==> src/rtl/qos_wrr_arbiter.sv <==
// qos_wrr_arbiter: weighted round-robin drain of the four QoS class FIFOs
// (P0..P3) into one downstream stream. Each class gets `weight` pops per turn.
// Ports:
//   clk, reset          rising-edge clock, async active-high reset
//   init, weight0..3    configuration phase request and per-class weights
//   fifo_empty          empty flags of P0..P3 (bit i = Pi)
//   fifo_dataout0..3    FIFO read data, valid the cycle after pop
//   ds_almost_full      downstream back-pressure
//   pop                 one-hot pop strobe to P0..P3
//   data_out, valid_out scheduled word and its qualifier (1-cycle latency)
//   grant_idx           class currently owning the grant
//   active_out,idle_out state indicators
module qos_wrr_arbiter #(
    parameter int DATA_WIDTH   = 12,
    parameter int WEIGHT_WIDTH = 4,
    parameter int DEF_WEIGHT   = 1
) (
    input  logic                    clk,
    input  logic                    reset,
    input  logic                    init,
    input  logic [WEIGHT_WIDTH-1:0] weight0,
    input  logic [WEIGHT_WIDTH-1:0] weight1,
    input  logic [WEIGHT_WIDTH-1:0] weight2,
    input  logic [WEIGHT_WIDTH-1:0] weight3,
    input  logic [3:0]              fifo_empty,
    input  logic [DATA_WIDTH-1:0]   fifo_dataout0,
    input  logic [DATA_WIDTH-1:0]   fifo_dataout1,
    input  logic [DATA_WIDTH-1:0]   fifo_dataout2,
    input  logic [DATA_WIDTH-1:0]   fifo_dataout3,
    input  logic                    ds_almost_full,
    output logic [3:0]              pop,
    output logic [DATA_WIDTH-1:0]   data_out,
    output logic                    valid_out,
    output logic [1:0]              grant_idx,
    output logic                    active_out,
    output logic                    idle_out
);

    typedef enum logic [1:0] {
        S_RESET,
        S_INIT,
        S_IDLE,
        S_ACTIVE
    } state_t;

    state_t state, state_nx;

    logic [WEIGHT_WIDTH-1:0] wgt    [4];
    logic [WEIGHT_WIDTH-1:0] wgt_in [4];
    logic [DATA_WIDTH-1:0]   fdo    [4];

    logic [1:0]              cur, cur_nx, gnt_q, nxt_cls;
    logic [WEIGHT_WIDTH-1:0] credit, credit_nx;
    logic [3:0]              elig;
    logic                    any_elig;
    logic                    pop_any;
    logic                    load_w;

    assign wgt_in[0] = weight0;
    assign wgt_in[1] = weight1;
    assign wgt_in[2] = weight2;
    assign wgt_in[3] = weight3;

    assign fdo[0] = fifo_dataout0;
    assign fdo[1] = fifo_dataout1;
    assign fdo[2] = fifo_dataout2;
    assign fdo[3] = fifo_dataout3;

    // A zero weight parks the class even when its FIFO holds data.
    always_comb begin
        for (int i = 0; i < 4; i++) begin
            elig[i] = !fifo_empty[i] && (wgt[i] != '0);
        end
    end

    assign any_elig = |elig;

    // Scan cur+1..cur+3 from the far end so the nearest eligible class
    // wins; fall back to cur itself when no other class qualifies.
    always_comb begin
        nxt_cls = cur;
        for (int k = 3; k >= 1; k--) begin
            logic [1:0] idx;
            idx = cur + 2'(k);
            if (elig[idx]) begin
                nxt_cls = idx;
            end
        end
    end

    assign pop_any = (state == S_ACTIVE) && !init && !fifo_empty[cur]
                     && (credit != '0) && !ds_almost_full;

    assign pop = pop_any ? 4'(4'b0001 << cur) : 4'b0000;

    always_comb begin
        state_nx   = state;
        cur_nx     = cur;
        credit_nx  = credit;
        load_w     = 1'b0;
        active_out = 1'b0;
        idle_out   = 1'b0;
        unique case (state)
            S_RESET: begin
                state_nx = S_INIT;
            end
            S_INIT: begin
                load_w = 1'b1;
                if (!init) begin
                    state_nx = S_IDLE;
                end
            end
            S_IDLE: begin
                idle_out = 1'b1;
                if (init) begin
                    state_nx = S_INIT;
                end else if (any_elig) begin
                    state_nx  = S_ACTIVE;
                    cur_nx    = nxt_cls;
                    credit_nx = wgt[nxt_cls];
                end
            end
            S_ACTIVE: begin
                active_out = 1'b1;
                if (init) begin
                    state_nx  = S_INIT;
                    credit_nx = '0;
                end else if (!any_elig) begin
                    state_nx = S_IDLE;
                end else if (ds_almost_full) begin
                    state_nx = S_ACTIVE;
                end else if (pop_any && (credit > WEIGHT_WIDTH'(1))) begin
                    credit_nx = credit - WEIGHT_WIDTH'(1);
                end else begin
                    // Last credit spent or current FIFO ran dry: rotate.
                    cur_nx    = nxt_cls;
                    credit_nx = wgt[nxt_cls];
                end
            end
            default: begin
                state_nx = S_RESET;
            end
        endcase
    end

    always_ff @(posedge clk or posedge reset) begin
        if (reset) begin
            state     <= S_RESET;
            cur       <= '0;
            credit    <= '0;
            gnt_q     <= '0;
            valid_out <= 1'b0;
            for (int i = 0; i < 4; i++) begin
                wgt[i] <= WEIGHT_WIDTH'(DEF_WEIGHT);
            end
        end else begin
            state     <= state_nx;
            cur       <= cur_nx;
            credit    <= credit_nx;
            gnt_q     <= cur;
            valid_out <= pop_any;
            if (load_w) begin
                for (int i = 0; i < 4; i++) begin
                    wgt[i] <= wgt_in[i];
                end
            end
        end
    end

    // FIFO read data arrives one cycle after the pop, so select with the
    // grant registered alongside valid_out.
    always_comb begin
        data_out = '0;
        if (valid_out) begin
            data_out = fdo[gnt_q];
        end
    end

    assign grant_idx = cur;

endmodule

==> config.mk <==
export PLATFORM = sky130hd
export DESIGN_NAME = qos_wrr_arbiter
export DESIGN_NICKNAME = d
export VERILOG_FILES = /design/src/rtl/qos_wrr_arbiter.sv
export SDC_FILE = /design/constraint.sdc
export NUM_CORES = 1
export LEC_CHECK = 0
export ABC_CLOCK_PERIOD_IN_PS = 6200
export BUFFER_PORTS_ARGS = -buffer_cell sky130_fd_sc_hd__clkbuf_2
export CAP_MARGIN = 25
export CORE_UTILIZATION = 51
export DETAILED_ROUTE_END_ITERATION = 10
export PLACE_DENSITY_LB_ADDON = 0.1
export SETUP_SLACK_MARGIN = 0.3
export SLEW_MARGIN = 15
export SYNTH_ARGS = -nofsm -noshare
export SYNTH_HDL_FRONTEND = slang
export SYNTH_SLANG_ARGS = --single-unit
==> constraint.sdc <==
create_clock -name clk -period 6.2 [get_ports clk]
set_input_delay 0.93 -clock clk [delete_from_list [all_inputs] [get_ports clk]]
set_output_delay 0.93 -clock clk [all_outputs]
set_load 0.02 [all_outputs]
-- After elaboration in Yosys (flattened, before gate mapping)
Index checks and enable logic that the tools add are counted.
- register bits after elaboration: 27
- add/subtract/negate cells: 4
- magnitude comparators: 7
- equal/unequal tests: 14
- shift operators: 1
- muxes and demuxes: 43
- bitwise operators: 2
- reduce and logical (&&, ||, !) cells: 27
- operators with widths (kind ; number):
    $mux W12 ; 3
    $mux W4 ; 9
    $mux W2 ; 15
    $bmux W12 S2 ; 1
    $reduce_bool A4 Y1 ; 5
    $ne A2 B2 Y1 const B ; 7
    $lt A2 B3 Y1 const B ; 4
    $logic_and A1 B1 Y1 ; 9
    $ne A3 B3 Y1 const B ; 3
    $bmux W1 S2 ; 4
    $bmux W4 S2 ; 1
    $pmux W2 S4 ; 1
    $pmux W4 S2 ; 1
    $logic_not A1 Y1 ; 7
    $mux W1 ; 7
    $reduce_and A7 Y1 ; 1
    $ge A3 B3 Y1 const B ; 2
    $not A2 Y3 ; 2
    $reduce_and A5 Y1 ; 1
    $add A2 B2 Y2 const B ; 2
    $eq A2 B2 Y1 const B ; 2
    $gt A4 B1 Y1 const B ; 1
    $ne A4 B4 Y1 const B ; 1
    $pmux W2 S2 ; 1
    8 further kinds ; 8

-- Longest topological paths before layout
Gate-level depths: netlist (run 1).
- depth in word-level cells: 16
- mapped depth: 9
- depth with buffers taken out: 8

-- Worst setup path before layout (run 1)
No wires, ideal clock.
- path type: input -> output
- start point: input init
- end point: output pop[0]
- arrival: 2027 ps
- required time: 5270 ps
- slack: 3243 ps
- cell stages on the path: 4
- path buffers: 1
- cells stage by stage: clkbuf_1 or3_1 a211oi_2 and2_1
- cells in the longest elaborated chain, start to end: 6
- ends and longest elaborated chain (element ; RTL line ; RTL):
    from (decl) ; 20 ; input logic init,
    $logic_not A1 Y1 ; n/a ;
    $logic_and A1 B1 Y1 (2 in a row) ; 91 ; assign pop_any = (state == S_ACTIVE) && !init && !fifo_empty[cur]
    $logic_and A1 B1 Y1 (2 in a row) ; 92 ; && (credit != '0) && !ds_almost_full;
    named net pop_any ; 56 ; logic pop_any;
    $mux W4 ; 94 ; assign pop = pop_any ? 4'(4'b0001 << cur) : 4'b0000;
    to (decl) ; 31 ; output logic [3:0] pop,
The timed path passes the listed nets, and every way through them passes these cells.

-- Final worst setup path (run 1)
- start point: input fifo_empty[0]
- end point: output pop[0]
- cells in the longest elaborated chain, start to end: 7
- ends and longest elaborated chain (element ; RTL line ; RTL):
    from (decl) ; 25 ; input logic [3:0] fifo_empty,
    $bmux W1 S2 ; 91 ;
    $mux W1 (implied by the code) ; 91 ;
    $logic_not A1 Y1 ; 91 ;
    $logic_and A1 B1 Y1 ; 91 ;
    $logic_and A1 B1 Y1 (2 in a row) ; 92 ;
    named net pop_any ; 56 ;
    $mux W4 ; 94 ;
The timed path passes the listed nets, and every way through them passes these cells. The select of a mux whose other input is x is not followed.

==> run_results.csv, run 1 <==
group,metric,value,unit
run_status,status,"complete, no violations",
critical_path,cp.required,5270,ps
place,dpl.hpwl,3.853,mm
final_layout,antenna_cells,0,
critical_path,regToRegEndpoint,"credit[1]$_DFFE_PP0P_",
synth,synth-main-ff-cell,"dfrtp_1",
critical_path,cp-end-kind,"output port",
synth,synth_sequential_area_ratio,32.71,%
detailed_routing,routedWlPerCell,15.34,µm
critical_path,path_class,"input port to output port",
synth,ys_async_sr_fraction,100.0,%
grt,grtUsageTotal,23.17,%
synth,synthTopCellsByArea,"dfrtp_1 28%, mux4_2 17%, mux2_2 9.2%, and2_1 5.4%, dfstp_2 5.1%",
sta,max_freq,314.4,MHz
cts,clock_path_buffers,2,
cts,hold_buffers,0,
place,place.gp.congestion,0.9383,
detailed_routing,wl_met2,2.627,mm
power_and_ir_drop,ir_worst_vdd,0.1749,mV
synth,synth_commonest_cells,"23 x dfrtp_1, 18 x and2_1, 17 x mux2_2, 16 x mux4_2, 10 x nor2_1",
cts,htreeDepth,1,
detailed_routing,drt_iter0_markers,31,
grt,grt_max_degree,28,
cts,clk_latency,280,ps
critical_path,endpoint,"pop[0]",
critical_path,worstRegToRegCells,8,
floorplan,chipWidth,65.88,µm
flow_run,maxCapViolCount,0,
cts,cts_buffers,3,
floorplan,num_rows,22,
place,portBuffers,92,
critical_path,arrival,2250,ps
final_layout,post-route-util,69.37,%
cts,root_buffer,"clkbuf_8",
sta,min_period,3181,ps
synth,synth.avg_cell_area,11.56,µm²
detailed_routing,num_vias,1796,
place,dp.cells,312,
final_layout,area_delta_synth_final,26.64,%
floorplan,dieArea,4340,µm²
hold_path,hp-start,"credit[3]$_DFFE_PP0P_",
detailed_routing,drtAntennaViolNets,0,
detailed_routing,dr_wl_met3,309,µm
cts,cts_resized,0,
synth,synth_top_area_cell,"dfrtp_1",
power_and_ir_drop,p_leak,1.259,nW
sta,tightest_slew,748.8,ps
hold_path,hold_path.class,"flip-flop to flip-flop",
synth,yosysMostFrequentCell,"dfrtp_1",
critical_path,crit_start,"fifo_empty[0]",
sta,tns,0,ps
sta,hold_viol,0,
sta,skew,7.672,ps
cts,path_clk_slew,100,ps
final_layout,fin_nets,349,
synth,yosysWarnings,0,
synth,synth_edf_count,0,
floorplan,pin_count,93,
sta,finalCritPeriodShare,51.30,%
grt,antenna_found_initial,0,
synth,synth.cell_area,2081,µm²
floorplan,die_y,65.88,µm
detailed_routing,top_layer,"met4",
cts,post-cts-setup-buffers,0,
critical_path,path_max_fanout,7,
floorplan,design.core.area,3799,µm²
grt,first_global_vias,1703,
detailed_routing,viasPerCell,5.666,
sta,maxSlewViolCount,0,
power_and_ir_drop,p_per_area,342.1,nW/µm²
detailed_routing,drc,0,
synth,synth.distinct_cells,44,
synth,synth_top_area_share,27.66,%
sta,setup_violations,0,
critical_path,cp-start-kind,"input port",
synth,ys_seq_elements,27,
detailed_routing,m1WireLength,1.859,mm
cts,cts_sinks,27,
synth,synth_nets,259,
sta,grt_setup_unrepaired,"false",
sta,max-slew-margin-rel,50.08,%
synth,netlist_instances,180,
final_layout,stdcell_count,317,
sta,hold_ws,541.0,ps
final_layout,drive_gt1_share,54.65,%
grt,grt_first_pass_wirelength,7.672,mm
floorplan,start_util,54.78,%
grt,grt-ovfl-total,0,
detailed_routing,finalWirelength,4.863,mm
detailed_routing,dr.pass1.iters,4,
cts,cts_tree,"built",
critical_path,rrSetupSlack,3100,ps
critical_path,r2r_start,"grant_idx[0]$_DFFE_PP0P_",
area by class of cell:
type                    count  area (µm²)
clock buffers               3       41.29
clock inverters             1       7.507
fillers                   309        1164
inverters                   8       30.03
multi-input cells         136        1320
flip-flops and latches     27       680.7
well taps                  48       60.06
repair buffers             94       495.5
routing by layer:
layer | GRT usage (%) | vias up
met3 | 2.931 | 11
met4 | 7.065 | 0
li1 | - | 851
met5 | 0 | -
met2 | 45.41 | 84
met1 | 25.28 | 850
registers in the layout (all words and copies together), names as in the netlist:
name / cells
valid_out: 1
state: 2
grant_idx: 2
gnt_q: 2
credit: 4
wgt: 16
report_power, final:
| part | internal (mW) | switching [mW] |
|---|---|---|
| registers | 0.223 | 0.0894 |
| clock network | 0.0458 | 0.0592 |
| logic | 0.271 | 0.213 |
cells by family (layout without fill, tap and decap cells):
kind of cell	count (synthesis)	count (layout)	synth area share [%]
AOI/OAI and AO/OA	27	27	10.34
adders and majority gates	7	7	4.209
and+or+nand+nor	59	59	16.90
DFF	27	27	32.71
xor gates and xnor gates	2	2	0.8420
muxes	41	41	31.15
buffers and inverters	17	106	3.849
per-stage QoR:
step / setup slack [ps] / power, mW / area, µm²
global route: 2884 / 0.9629 / 2635
detailed placement: 3023 / 0.7943 / 2559
CTS: 3022 / 0.8976 / 2608
global placement: 3042 / 0.7840 / 2559
floorplan: 3243 / 0.6950 / 2081
finish: 3019 / 0.9015 / 2635
worst max-delay path, cell delays in order:
cell      delay [ps]
clkbuf_2         120
mux4_2           470
a211oi_2         390
and2_1           190
clkbuf_2         160
cell usage in the layout, fill, tap and decap left out, types with 3 or more instances in the layout:
| cell type | Yosys | final |
|---|---|---|
| and2_1 | 18 | 18 |
| o21ai_0 | 4 | 4 |
| nand2_1 | 9 | 9 |
| mux4_2 | 16 | 16 |
| dfrtp_1 | 23 | 23 |
| nor4_2 | 3 | 3 |
| inv_1 | 8 | 8 |
| a21oi_1 | 7 | 7 |
| mux2i_1 | 7 | 7 |
| ha_1 | 7 | 7 |
| clkbuf_8 | 0 | 3 |
| nor3_1 | 3 | 3 |
| clkbuf_2 | 0 | 92 |
| mux2_2 | 17 | 17 |
| nor2_1 | 10 | 10 |
| or2_2 | 4 | 4 |
| dfstp_2 | 4 | 4 |
worst min-delay path by stage:
stage                            endpoint  slack (ps)  depth (start not counted)
floorplan           credit[1]$_DFFE_PP0P_         480                          2
global placement    credit[1]$_DFFE_PP0P_         520                          2
detailed placement  credit[3]$_DFFE_PP0P_         520                          2
CTS                 credit[3]$_DFFE_PP0P_         540                          2
global route        credit[3]$_DFFE_PP0P_         570                          2
finish              credit[3]$_DFFE_PP0P_         540                          2
No activity file was read; power rests on OpenSTA's default activity.
==> run 2, diff against run 1 <==
ABC_CLOCK_PERIOD_IN_PS = 3150   (was 6200)
CORE_UTILIZATION = 48   (was 51)
clock period = 3.15 ns   (was 6.2 ns; I/O delays follow)
==> run 2 against run 1 <==
Net effect: critical path depth grew 3; highest routed layer unchanged; final area grew 1.3%; worst setup slack lost 2600 ps.
==> run_results.csv, run 2 (synthesized netlist as in run 1, its figures left out) <==
group,metric,value,unit
sta,tightest_slew,732.7,ps
grt,grt_first_pass_wirelength,7.700,mm
cts,path_clk_slew,100,ps
sta,hold_viol,0,
sta,setup_violations,0,
critical_path,path_class,"flip-flop to flip-flop",
final_layout,largest_reg_flops,16,
floorplan,dieArea,4602,µm²
final_layout,area_delta_synth_final,28.26,%
critical_path,rrSetupSlack,460,ps
critical_path,endpoint,"credit[1]$_DFFE_PP0P_",
grt,first_global_vias,1676,
critical_path,cp.required,3330,ps
cts,hold_buffers,0,
critical_path,cpPeakStageDelay,580,ps
floorplan,die_y,67.84,µm
detailed_routing,dr.pass1.iters,4,
detailed_routing,routedWlPerCell,15.34,µm
grt,grt_max_degree,20,
final_layout,drive_gt1_share,55.68,%
critical_path,cp-end-kind,"flip-flop",
power_and_ir_drop,sequentialPowerShare,32.8,%
power_and_ir_drop,switchingPower,0.7232,mW
floorplan,start_util,50.92,%
critical_path,cp_slowest_cell,"mux4_2",
critical_path,crit_start,"grant_idx[1]$_DFFE_PP0P_",
sta,maxSlewViolCount,0,
floorplan,chipWidth,67.84,µm
power_and_ir_drop,power_frac_comb,55.8,%
detailed_routing,finalWirelength,4.956,mm
place,dp.cells,319,
power_and_ir_drop,p_per_area,677.7,nW/µm²
detailed_routing,drt_iter0_markers,50,
critical_path,critical_path_buf_inv_count,1,
final_layout,stdcell_count,323,
final_layout,top_register,"wgt",
critical_path,path_max_fanout,7,
critical_path,arrival,2870,ps
critical_path,cp_top_family,"multiplexers",
final_layout,fin_nets,353,
sta,grt_setup_unrepaired,"false",
cts,cts_tree,"built",
floorplan,design.core.area,4086,µm²
grt,grtUsageTotal,22.70,%
sta,max-slew-margin-rel,51.15,%
power_and_ir_drop,ir_worst_vdd,0.3921,mV
cts,cts_sinks,27,
grt,grt-ovfl-total,0,
power_and_ir_drop,p_total,1.809,mW
final_layout,antenna_cells,0,
sta,finalCritPeriodShare,85.32,%
cts,htreeDepth,1,
critical_path,cp-start-kind,"flip-flop",
place,dpl.hpwl,4.029,mm
sta,max_freq,372.1,MHz
place,place.gp.congestion,0.8256,
cts,clk_latency,280,ps
power_and_ir_drop,p_leak,1.278,nW
critical_path,crit_cells,8,
critical_path,worstRegToRegCells,8,
critical_path,regToRegEndpoint,"credit[1]$_DFFE_PP0P_",
sta,tns,0,ps
floorplan,pin_count,93,
final_layout,post-route-util,65.31,%
detailed_routing,drtAntennaViolNets,0,
power_and_ir_drop,netSwitchingFraction,39.99,%
final_layout,mostFrequentLayoutCell,"clkbuf_2",
power_and_ir_drop,p_int,1.085,mW
detailed_routing,viasPerCell,5.588,
final_layout,reg_top3,"wgt: 16 flops, credit: 4 flops",
power_and_ir_drop,p_clk_share,11.5,%
sta,min_period,2688,ps
grt,antenna_found_initial,0,
run_status,status,"complete, no violations",
critical_path,r2r_start,"grant_idx[1]$_DFFE_PP0P_",
sta,skew,3.688,ps
cts,clock_path_buffers,2,
detailed_routing,num_vias,1805,
cts,cts_buffers,3,
floorplan,num_rows,23,
cts,root_buffer,"clkbuf_8",
place,portBuffers,92,
critical_path,crit_chain,"inv_1 > ha_1 > mux4_2 > nor2_8 > a2bb2oi_4 > mux4_2 > nand2_1 > nand2_1",
flow_run,maxCapViolCount,0,
cts,post-cts-setup-buffers,0,
final_layout,most-common-layout-cells,"92 x clkbuf_2, 22 x dfrtp_1, 18 x and2_1",
detailed_routing,drc,0,
hold_path,hold_path.class,"input port to async pin",
run 2: final cells by class:
| cell class | count | area [µm²] |
|---|---|---|
| Multi-Input combinational cell | 136 | 1320 |
| Clock buffer | 3 | 41.29 |
| Timing Repair Buffer | 98 | 525.5 |
| Inverter | 8 | 30.03 |
| Tap cell | 50 | 62.56 |
| Sequential cell | 27 | 681.9 |
| Clock inverter | 1 | 7.507 |
| Fill cell | 333 | 1418 |
run 2: metrics by stage:
| step | area [µm²] | hold WS, ps | setup WS [ps] |
|---|---|---|---|
| 2_1_floorplan | 2081 | 484.7 | 337.8 |
| 3_3_place_gp | 2591 | 524.2 | 454.8 |
| 3_5_place_dp | 2619 | 489.3 | 394.7 |
| 4_1_cts | 2668 | 183.2 | 381.5 |
| 5_1_grt | 2669 | 200.6 | 313.6 |
| 6_report | 2669 | 164.3 | 462.3 |
run 2: repair_timing:
action / CTS / global route
gates resized for setup: 0 / 1
endpoints found under the setup margin: 0 / 1
endpoints found under the hold margin: 0 / 0
run 2: power by group through the flow:
stage                     Combinational (mW)  Clock (mW)  Sequential (mW)
after detailed placement               0.994           0            0.600
after CTS                               1.01       0.209            0.593
after global routing                    1.10       0.225            0.616
after global placement                 0.989           0            0.596
final                                   1.01       0.208            0.593
after floorplan                        0.826           0            0.542
run 2: worst register-to-register path, cell delays in order (launching register included):
cell       delay, ps
dfrtp_2          440
inv_1            140
ha_1             350
mux4_2           580
nor2_8           180
a2bb2oi_4        250
mux4_2           530
nand2_1           70
nand2_1           50
run 2: how the worst min path moves through the flow:
| stage | start | end | slack, ps | cells after the start |
|---|---|---|---|---|
| global placement | credit[1]$_DFFE_PP0P_ | credit[1]$_DFFE_PP0P_ | 520 | 2 |
| detailed placement | reset | state[1]$_DFFE_PP0P_ | 490 | 2 |
| floorplan | credit[1]$_DFFE_PP0P_ | credit[1]$_DFFE_PP0P_ | 480 | 2 |
| global route | reset | state[1]$_DFFE_PP0P_ | 200 | 2 |
| CTS | reset | state[1]$_DFFE_PP0P_ | 180 | 2 |
| finish | reset | state[1]$_DFFE_PP0P_ | 160 | 2 |
run 2: routing by layer:
layer	vias to the layer above	track usage [%]	routed length, µm
li1	859	-	-
met1	855	26.02	1897
met5	-	0	0
met3	13	2.833	364
met4	0	8.073	106
met2	78	42.82	2587
==> run 3, diff against run 2 <==
ABC_AREA = 1   (was not set)
CORE_UTILIZATION = 49   (was 48)
==> run 3 against run 2 <==
Net effect: power rose by 43%; count of clock-buffer cells in the layout did not move; clock power fell by 5%; first-iteration DRC count rose by 140%; final area rose by 3.2%; maximum frequency rose by 12%; via count rose by 31%; area after synthesis rose by 6.2%; critical path depth fell by 1.
==> run_results.csv, run 3 <==
group,metric,value,unit
run_status,status,"complete, no violations",
power_and_ir_drop,power_frac_comb,64.3,%
floorplan,start_util,50.75,%
critical_path,r2r_start,"grant_idx[0]$_DFFE_PP0P_",
critical_path,worstRegToRegCells,13,
detailed_routing,drt_iter0_markers,118,
sta,max-slew-margin-rel,49.24,%
power_and_ir_drop,switchingPower,1.314,mW
cts,clk_latency,270,ps
synth,yosysMostFrequentCell,"nor2_1",
cts,cts_sinks,27,
synth,synth.avg_cell_area,6.992,µm²
final_layout,area_delta_synth_final,24.63,%
critical_path,cp-start-kind,"flip-flop",
critical_path,cpPeakStageDelay,730,ps
cts,cts_buffers,3,
power_and_ir_drop,sequentialPowerShare,28.1,%
detailed_routing,num_vias,2364,
detailed_routing,finalWirelength,5.588,mm
final_layout,n_fill_cell,408,
sta,skew,2.321,ps
synth,synth_nets,395,
critical_path,cp_top_family,"flip-flops",
synth,synthTopCellsByArea,"dfrtp_1 26%, nor2_1 12%, nand2_1 7.6%, o21ai_0 6.6%, mux2_2 6.1%",
detailed_routing,drc,0,
final_layout,fin_nets,483,
cts,cts_tree,"built",
critical_path,path_max_fanout,14,
grt,grt_max_degree,26,
synth,synth_top_area_cell,"dfrtp_1",
power_and_ir_drop,p_leak,1.447,nW
sta,min_period,2404,ps
place,dp.cells,451,
sta,finalCritPeriodShare,76.32,%
place,portBuffers,92,
power_and_ir_drop,ir_worst_vdd,0.5663,mV
sta,tns,0,ps
power_and_ir_drop,p_clk_share,7.6,%
final_layout,post-route-util,63.25,%
final_layout,seq_area,680.7,µm²
detailed_routing,dr.pass1.iters,4,
cts,cts_resized,0,
hold_path,hold_path.class,"input port to async pin",
sta,max_freq,416.0,MHz
synth,synth_edf_count,0,
sta,maxSlewViolCount,0,
grt,first_global_vias,2183,
final_layout,antenna_cells,0,
cts,htreeDepth,1,
grt,grt-ovfl-total,0,
synth,yosysWarnings,0,
critical_path,critical_path_buf_inv_count,2,
synth,netlist_instances,316,
sta,setup_violations,0,
synth,synth_top_area_share,26.05,%
floorplan,chipWidth,69.15,µm
cts,hold_buffers,0,
floorplan,die_y,69.15,µm
critical_path,regToRegEndpoint,"credit[3]$_DFFE_PP0P_",
floorplan,dieArea,4782,µm²
synth,ys_seq_elements,27,
sta,grt_setup_unrepaired,"false",
floorplan,num_rows,24,
detailed_routing,viasPerCell,5.196,
final_layout,drive_gt1_share,35.24,%
critical_path,crit_cells,7,
grt,antenna_found_initial,0,
critical_path,cp-end-kind,"output port",
cts,root_buffer,"clkbuf_8",
power_and_ir_drop,p_per_area,940.1,nW/µm²
synth,ys_async_sr_fraction,100.0,%
detailed_routing,routedWlPerCell,12.28,µm
power_and_ir_drop,p_int,1.275,mW
final_layout,stdcell_count,455,
grt,grt_first_pass_wirelength,9.646,mm
power_and_ir_drop,netSwitchingFraction,50.76,%
cts,post-cts-setup-buffers,0,
sta,tightest_slew,759.6,ps
place,dpl.hpwl,4.456,mm
cts,path_clk_slew,90,ps
synth,synth-main-ff-cell,"dfrtp_1",
floorplan,pin_count,93,
synth,synth_commonest_cells,"71 x nor2_1, 45 x nand2_1, 29 x o21ai_0, 26 x inv_1",
critical_path,rrSetupSlack,860,ps
synth,synth.distinct_cells,37,
synth,synth.cell_area,2210,µm²
flow_run,maxCapViolCount,0,
final_layout,top_register,"wgt",
floorplan,design.core.area,4354,µm²
sta,fin_ws,746.0,ps
sta,hold_viol,0,
critical_path,cp.required,2680,ps
critical_path,path_class,"flip-flop to output port",
synth,synth_sequential_area_ratio,30.80,%
detailed_routing,drtAntennaViolNets,0,
place,place.gp.congestion,0.8884,
grt,grtUsageTotal,24.25,%
critical_path,crit_start,"grant_idx[0]$_DFFE_PP0P_",
final_layout,most-common-layout-cells,"92 x clkbuf_2, 71 x nor2_1, 45 x nand2_1",
place,place_ws,875.1,ps
final_layout,mostFrequentLayoutCell,"clkbuf_2",
final_layout,multi_input_area,1360,µm²
final_layout,reg_top3,"wgt: 16 flops, credit: 4 flops",
cts,clock_path_buffers,2,
critical_path,arrival,1930,ps
critical_path,crit_chain,"a21oi_1 > o21ai_0 > o31ai_2 > nor2_2 > inv_1 > nor2_1 > clkbuf_2",
critical_path,cp_slowest_cell,"dfrtp_1",
final_layout,largest_reg_flops,16,
run 3: layout make-up:
class	instances	area share, %
multi-input combinational	248	49.39
clock buffer	3	1.499
sequential	27	24.72
inverter	30	4.316
tap	52	2.363
timing repair buffer	94	17.54
clock inverter	1	0.1817
run 3: power groups by stage:
stage	logic (mW)	registers, mW	clock network, mW
final	1.66	0.728	0.197
after global routing	1.89	0.759	0.214
after CTS	1.66	0.729	0.200
after detailed placement	1.65	0.736	0
after global placement	1.61	0.735	0
after floorplan	1.38	0.665	0
run 3: kinds of logic after synthesis:
| family | Yosys count | share of synthesized area (%) |
|---|---|---|
| muxes | 12 | 6.116 |
| adders and majority gates | 7 | 3.964 |
| AOI/OAI and AO/OA | 61 | 15.46 |
| xor gates and xnor gates | 2 | 0.7929 |
| and+or+nand+nor | 166 | 35.22 |
| DFF | 27 | 30.80 |
| buffers and inverters | 41 | 7.644 |
run 3: layer usage:
layer	part of all wire, %	global-route usage [%]	routed length [µm]
met5	0	0	0
met4	1.6	7.483	91
met3	5.7	3.216	316
met1	45	31.31	2496
met2	48	41.96	2685
run 3: worst max path at each step:
stage	slack, ps	end
floorplan	1130	credit[3]$_DFFE_PP0P_
global placement	960	credit[3]$_DFFE_PP0P_
detailed placement	880	credit[3]$_DFFE_PP0P_
CTS	680	pop[2]
global route	510	pop[3]
finish	750	pop[2]
run 3: through the flow:
| step | cell area (µm²) | hold slack (ps) | total power [mW] |
|---|---|---|---|
| after floorplan | 2210 | 491.9 | 2.050 |
| after global placement | 2693 | 523.6 | 2.348 |
| after CTS | 2754 | 231.4 | 2.589 |
| after global routing | 2754 | 260.8 | 2.864 |
| after detailed placement | 2708 | 527.1 | 2.385 |
| final | 2754 | 203.3 | 2.589 |
run 3: worst reg2reg max path, cell delays in order, from the launching register on:
cell and delay [ps]:
dfrtp_1 730, inv_6 110, ha_1 330, inv_1 120, nand2_1 110, o21a_4 140
nand2_2 90, nand2_4 90, nand2_4 140, nand2_1 60, nand3_1 70, nand3_1 80
nand2_1 60, nand2_1 60
